$ cat src/rtl/vga_timing.sv
// -----------------------------------------------------------------------------
// vga_timing
//
// Generates 640x480@60 Hz VGA raster timing from the 25 MHz pixel clock.
// Presents 1-based pixel coordinates to the image generator. Registers the
// returned colour onto the DAC pins. Delays hsync/vsync by the same number of
// cycles as the colour path, so sync stays pixel-aligned with colour.
//
// Ports
//   CLOCK_25     in   1   pixel clock (sole clock)
//   reset        in   1   asynchronous, active-high reset
//   x            out  12  pixel column 1..H_VISIBLE when visible, else 0
//   y            out  12  pixel row 1..V_VISIBLE on visible lines, else 0
//   visible      out  1   high when both x and y are non-zero
//   frame_start  out  1   one-cycle pulse coincident with x=1, y=1
//   color        in   3   pixel colour from the generator: [2]=R [1]=G [0]=B
//   vga_r/g/b    out  1   colour to DAC, forced 0 outside the visible area
//   hsync        out  1   active-low horizontal sync
//   vsync        out  1   active-low vertical sync
// -----------------------------------------------------------------------------
module vga_timing #(
    parameter int unsigned H_VISIBLE     = 640,
    parameter int unsigned H_FRONT       = 16,
    parameter int unsigned H_SYNC        = 96,
    parameter int unsigned H_BACK        = 48,
    parameter int unsigned V_VISIBLE     = 480,
    parameter int unsigned V_FRONT       = 10,
    parameter int unsigned V_SYNC        = 2,
    parameter int unsigned V_BACK        = 33,
    parameter int unsigned COLOR_LATENCY = 0
) (
    input  logic        CLOCK_25,
    input  logic        reset,
    output logic [11:0] x,
    output logic [11:0] y,
    output logic        visible,
    output logic        frame_start,
    input  logic [2:0]  color,
    output logic        vga_r,
    output logic        vga_g,
    output logic        vga_b,
    output logic        hsync,
    output logic        vsync
);

    localparam int unsigned H_TOTAL = H_VISIBLE + H_FRONT + H_SYNC + H_BACK;
    localparam int unsigned V_TOTAL = V_VISIBLE + V_FRONT + V_SYNC + V_BACK;

    localparam logic [11:0] H_LAST   = 12'(H_TOTAL - 1);
    localparam logic [11:0] V_LAST   = 12'(V_TOTAL - 1);
    localparam logic [11:0] H_VIS    = 12'(H_VISIBLE);
    localparam logic [11:0] V_VIS    = 12'(V_VISIBLE);
    localparam logic [11:0] HS_FIRST = 12'(H_VISIBLE + H_FRONT);
    localparam logic [11:0] HS_LAST  = 12'(H_VISIBLE + H_FRONT + H_SYNC - 1);
    localparam logic [11:0] VS_FIRST = 12'(V_VISIBLE + V_FRONT);
    localparam logic [11:0] VS_LAST  = 12'(V_VISIBLE + V_FRONT + V_SYNC - 1);

    logic [11:0] r_h_cnt;
    logic [11:0] r_v_cnt;
    logic [11:0] r_x;
    logic [11:0] r_y;
    logic        r_frame_start;
    logic [2:0]  r_rgb;

    // Element 0 of each shift register is the stage-1 value; element k is
    // that value delayed by k further cycles.
    logic [COLOR_LATENCY:0]   r_vis_sr;
    logic [COLOR_LATENCY+1:0] r_hs_sr;
    logic [COLOR_LATENCY+1:0] r_vs_sr;

    logic w_h_wrap;
    logic w_v_wrap;
    logic w_h_vis;
    logic w_v_vis;
    logic w_hs_active;
    logic w_vs_active;

    assign w_h_wrap    = (r_h_cnt == H_LAST);
    assign w_v_wrap    = (r_v_cnt == V_LAST);
    assign w_h_vis     = (r_h_cnt < H_VIS);
    assign w_v_vis     = (r_v_cnt < V_VIS);
    assign w_hs_active = (r_h_cnt >= HS_FIRST) && (r_h_cnt <= HS_LAST);
    assign w_vs_active = (r_v_cnt >= VS_FIRST) && (r_v_cnt <= VS_LAST);

    // Raster counters: v_cnt advances only on the h_cnt wrap, so the
    // end-of-frame corner wraps both on the same edge.
    always_ff @(posedge CLOCK_25 or posedge reset) begin
        if (reset) begin
            r_h_cnt <= '0;
            r_v_cnt <= '0;
        end else begin
            r_h_cnt <= w_h_wrap ? '0 : r_h_cnt + 12'd1;
            if (w_h_wrap) begin
                r_v_cnt <= w_v_wrap ? '0 : r_v_cnt + 12'd1;
            end
        end
    end

    // Stage 1 decode, the delay lines and the colour register.
    always_ff @(posedge CLOCK_25 or posedge reset) begin
        if (reset) begin
            r_x           <= '0;
            r_y           <= '0;
            r_frame_start <= 1'b0;
            r_vis_sr      <= '0;
            r_hs_sr       <= '1;
            r_vs_sr       <= '1;
            r_rgb         <= '0;
        end else begin
            r_x           <= w_h_vis ? r_h_cnt + 12'd1 : '0;
            r_y           <= w_v_vis ? r_v_cnt + 12'd1 : '0;
            r_frame_start <= (r_h_cnt == '0) && (r_v_cnt == '0);
            r_vis_sr[0]   <= w_h_vis && w_v_vis;
            r_hs_sr[0]    <= ~w_hs_active;
            r_vs_sr[0]    <= ~w_vs_active;
            for (int unsigned k = 1; k <= COLOR_LATENCY; k++) begin
                r_vis_sr[k] <= r_vis_sr[k-1];
            end
            // Sync gets one stage more than visible to cover the colour register.
            for (int unsigned k = 1; k <= COLOR_LATENCY + 1; k++) begin
                r_hs_sr[k] <= r_hs_sr[k-1];
                r_vs_sr[k] <= r_vs_sr[k-1];
            end
            r_rgb <= r_vis_sr[COLOR_LATENCY] ? color : 3'b000;
        end
    end

    assign x           = r_x;
    assign y           = r_y;
    assign visible     = r_vis_sr[0];
    assign frame_start = r_frame_start;
    assign vga_r       = r_rgb[2];
    assign vga_g       = r_rgb[1];
    assign vga_b       = r_rgb[0];
    assign hsync       = r_hs_sr[COLOR_LATENCY+1];
    assign vsync       = r_vs_sr[COLOR_LATENCY+1];

endmodule

$ cat config.mk
export PLATFORM = sky130hd
export DESIGN_NAME = vga_timing
export DESIGN_NICKNAME = d
export VERILOG_FILES = /design/src/rtl/vga_timing.sv
export SDC_FILE = /design/constraint.sdc
export NUM_CORES = 1
export LEC_CHECK = 0
export BUFFER_PORTS_ARGS = -buffer_cell sky130_fd_sc_hd__buf_2
export CORE_MARGIN = 10
export CORE_UTILIZATION = 55
export CTS_CLUSTER_SIZE = 20
export DETAILED_ROUTE_END_ITERATION = 10
export PLACE_DENSITY_LB_ADDON = 0.15
export SETUP_SLACK_MARGIN = 0.1
export SLEW_MARGIN = 20
export SYNTH_ARGS = -nofsm -noshare
export SYNTH_HDL_FRONTEND = slang
export SYNTH_SLANG_ARGS = --single-unit
export TNS_END_PERCENT = 30
$ cat constraint.sdc
create_clock -name CLOCK_25 -period 2.2 [get_ports CLOCK_25]
set_input_delay 0.22 -clock CLOCK_25 [delete_from_list [all_inputs] [get_ports CLOCK_25]]
set_output_delay 0.22 -clock CLOCK_25 [all_outputs]
set_load 0.05 [all_outputs]
==> results.md <==
Run status:
- The run finished with clean final reports.

Clocking:
- The clock tree synthesis step divided the H-tree into 3 levels.
- The number of CTS-inserted buffers is 9.
- The clock-pin slew on the worst setup and hold paths is 0.07 ns.
- The number of buffers between clock root and the deepest sink is 2.
- TritonCTS built the clock tree.
- CTS saw 57 sinks.
- The clock reaches the later pin of the worst-skew pair after 0.33 ns.
- The root buffer cell chosen for the clock tree is clkbuf_8.

Floorplanning:
- The die outline area is 7322 µm².
- The vertical extent of the die is 85.57 µm.
- The chip width is 85.57 µm.
- Pin placement for this block handled 36 I/O pins.
- The initialized floorplan defines 23 standard-cell rows.
- The core region is 4086 µm².
- The effective utilization at floorplan is 57.87%.

Finish:
- In the final layout, the multi-input gates occupy 862.1 µm².
- Leaving out fill and tap cells, the most frequent cells in the layout are dfrtp_1 (52), buf_2 (35), nor2_1 (26).
- The count of non-filler cells in the finished layout is 336.
- The number of antenna diodes in the final layout is 0.
- Cells with a size suffix above 1 make up 25.17% of the layout.
- Across the whole layout, storage elements account for 1433 µm².
- The most common cell after layout, fill and taps aside is dfrtp_1.
- From synthesis to final layout, the design area changed by 23.12%.
- The layout has 321 filler cells.
- The net count of the finished layout is 290.

Critical path:
- The slowest stage of the critical path is the or4_4 cell.
- The setup slack on the worst flop-to-flop path is 0.15 ns.
- STA classifies the critical path startpoint as a register.
- The data arrival at the endpoint of the critical path is 2.31 ns.
- The worst setup path is of the register to register kind.
- The worst flop-to-flop path startpoint is r_h_cnt[5].
- The required time of the critical path is 2.46 ns.
- STA classifies the critical path endpoint as a register.
- Among cell families on the critical path, the largest total delay comes from simple AND/OR/NAND/NOR gates.
- Together, buffers and inverters on the worst path number 0.
- For this run, the slowest stage of the critical path takes 0.52 ns.
- The most used cell along the critical path is or4_4.
- Walking the worst path, the cells encountered are or4_4 > or4_4 > or4_1 > nand3_1.
- Of all nets on the critical path, the largest fanout is 3.
- The depth of the worst register-to-register path is 4.
- The endpoint identified for the worst register-to-register timing path is r_v_cnt[10].

Placed design:
- Once detailed placement completed, the half-perimeter wirelength came to 3379 µm.
- The placer congestion estimate is 0.8882.
- Once placement completed, the tool counted placed cells totaling 316.
- The count of input and output buffers is 35.
- The worst slack at placement is 0.1259 ns.

Synth:
- The number of cells produced by synthesis is 226.
- By area the synthesized netlist is led by dfrtp_1 (56%), dfstp_2 (4.4%), nor2_1 (4.1%).
- The Yosys step of the flow raised 0 warnings.
- The total of flip-flops plus latches after synthesis is 57.
- The summed instance area of the synthesized netlist is 2365 µm².
- After synthesis, the netlist uses 31 different library cells.
- The cell type with the highest aggregate area in the netlist is dfrtp_1.
- The part of the Yosys area used for sequential elements is 60.53%.
- The average instance in the mapped netlist occupies 10.46 µm².
- The synthesized design devotes to its leading area cell type 56.08% of total area.

Timing:
- The total negative slack for setup checks is 0 ns.
- The count of final max-slew check failures came to 0.
- The post-route clock skew is 0.008599 ns.
- Setup violations remaining at the end of the flow were counted as 0.
- Setup repair after global routing left no endpoint under its margin.
- After layout, the worst setup slack is 0.1547 ns.
- The highest attainable clock frequency is 488.9 MHz.
- The time the worst path needs with I/O delays and setup is 2.045 ns.
- The number of failing hold endpoints at the final stage is 0.
- The final critical-path share of the clock period is 92.97%.

Detailed routing:
- The via count is 1767.
- In this run the remaining antenna-violating nets after routing total 0.
- The final wirelength is 4786 µm.
- After the first detailed-routing iteration, the DRC count stood at 167.
- The average routed wire per standard cell is 14.24 µm.
- The first detailed-routing pass took 4 iterations.
- Using the TritonRoute via totals, the vias-per-cell ratio works out to 5.259.
- The total DRC errors in the routed layout is 0.

GRT:
- Entering global routing, the biggest net connects 25 pins.
- The initial antenna violation count came to 0.
- The wire length of the first global-routing pass is 7838 µm.
- The via count of the first global-routing pass is 1688.
- The residual overflow from global routing is 0.
- The combined global-route utilization of all metal layers is 13.41%.

Hold path:
- The worst hold path begins at color[1].
- The worst hold path was traced through 2 stages.
- The worst hold path terminates at r_rgb[1].
- The min-delay analysis places its worst path in the category primary input to register.

Run:
- The max-cap violation count is 0.

Power and ir drop:
- Across the VDD grid, the largest voltage drop is 0.0004805 V.
- Dividing total power by cell area gives a power density of 731.1 nW/µm².
- For this design the static power due to leakage is 1.424 nW.
==> sequential cells by signal, summed over array words and instances, names as in the netlist <==
signal,count
r_h_cnt,12
r_v_cnt,12
x,12
y,12
r_rgb,3
r_hs_sr,2
r_vs_sr,2
frame_start,1
visible,1
==> layout make-up <==
class | instances | area share (%)
timing repair buffer | 49 | 9.712
clock buffer | 12 | 5.673
multi-input combinational | 149 | 29.61
sequential | 57 | 49.20
clock inverter | 4 | 1.719
inverter | 15 | 1.934
tap | 50 | 2.149
==> worst max path at each step <==
| stage | slack [ns] | from | end | depth (start not counted) |
|---|---|---|---|---|
| 6_report | 0.15 | r_h_cnt[5] | r_v_cnt[10] | 4 |
| 5_1_grt | 0.11 | r_h_cnt[5] | r_v_cnt[10] | 4 |
| 4_1_cts | 0.10 | r_h_cnt[5] | r_v_cnt[10] | 4 |
| 3_5_place_dp | 0.13 | r_h_cnt[6] | r_v_cnt[10] | 4 |
| 3_3_place_gp | 0.16 | r_h_cnt[6] | r_v_cnt[10] | 4 |
| 2_1_floorplan | 0.18 | r_h_cnt[6] | r_v_cnt[10] | 4 |
==> per-stage QoR <==
stage	utilization, %	hold slack, ns	power [W]	instance area, µm²
2_1_floorplan	-	0.3452	0.001122	2380
3_3_place_gp	65.06	0.2718	0.001142	2659
3_5_place_dp	65.06	0.2798	0.001143	2659
4_1_cts	70.76	0.09316	0.002154	2892
5_1_grt	71.25	0.09694	0.002209	2912
6_report	71.25	0.1008	0.002129	2912
==> report_power, final <==
| group | internal [W] | switching (W) |
|---|---|---|
| registers | 0.00106 | 0.00000144 |
| logic | 0.0000126 | 0.0000522 |
| clock network | 0.000613 | 0.000394 |
==> cell families (layout without fill, tap and decap cells) <==
group | count (synthesis) | count (layout) | synth area share, %
XOR/XNOR | 14 | 14 | 5.185
flip-flops | 57 | 57 | 60.53
AND/OR/NAND/NOR | 97 | 97 | 21.11
AO/OA/AOI/OAI | 28 | 28 | 6.667
adder cells (fa/ha/maj) | 4 | 4 | 2.116
buffers and inverters | 24 | 80 | 3.809
other | 1 | 5 | 0.1586
multiplexers | 1 | 1 | 0.4233
==> cell usage after synthesis <==
| master | number |
|---|---|
| dfrtp_1 | 53 |
| nor2_1 | 26 |
| nand2_1 | 16 |
| inv_1 | 15 |
| nand3_1 | 13 |
| a21oi_1 | 10 |
| clkbuf_1 | 9 |
| nand4_1 | 9 |
| xnor2_1 | 8 |
| nor3_1 | 6 |
| o22ai_1 | 6 |
| xor2_1 | 6 |
| and3_1 | 5 |
| o21ai_1 | 5 |
| dfstp_2 | 4 |
| ha_1 | 4 |
| nor4_1 | 4 |
| and2_1 | 3 |
| and4_1 | 3 |
| nand2b_1 | 3 |
| nor2b_1 | 3 |
| or4_1 | 3 |
| a31oi_1 | 2 |
| nor4b_1 | 2 |
| o21ai_0 | 2 |
| a21o_1 | 1 |
| conb_1 | 1 |
| mux2i_1 | 1 |
| o211ai_1 | 1 |
| o21bai_1 | 1 |
| or4_4 | 1 |
==> what timing repair did <==
item	4_1_cts	5_1_grt
hold endpoints to repair	20	0
buffers inserted	1	2
hold buffers	1	0
resized for setup	0	2
setup endpoints to repair	1	1
pin swaps	0	0
==> layer usage <==
metal  vias to the layer above  global-route usage [%]  routed length, µm
met5                         -                       0                  0
met4                         0                   8.533                 97
met3                        13                   5.487                410
met2                        59                   18.53               2036
met1                       815                   16.91               2241
li1                        880                       -                  -
Note: power is estimated with default switching activity, not from simulation.
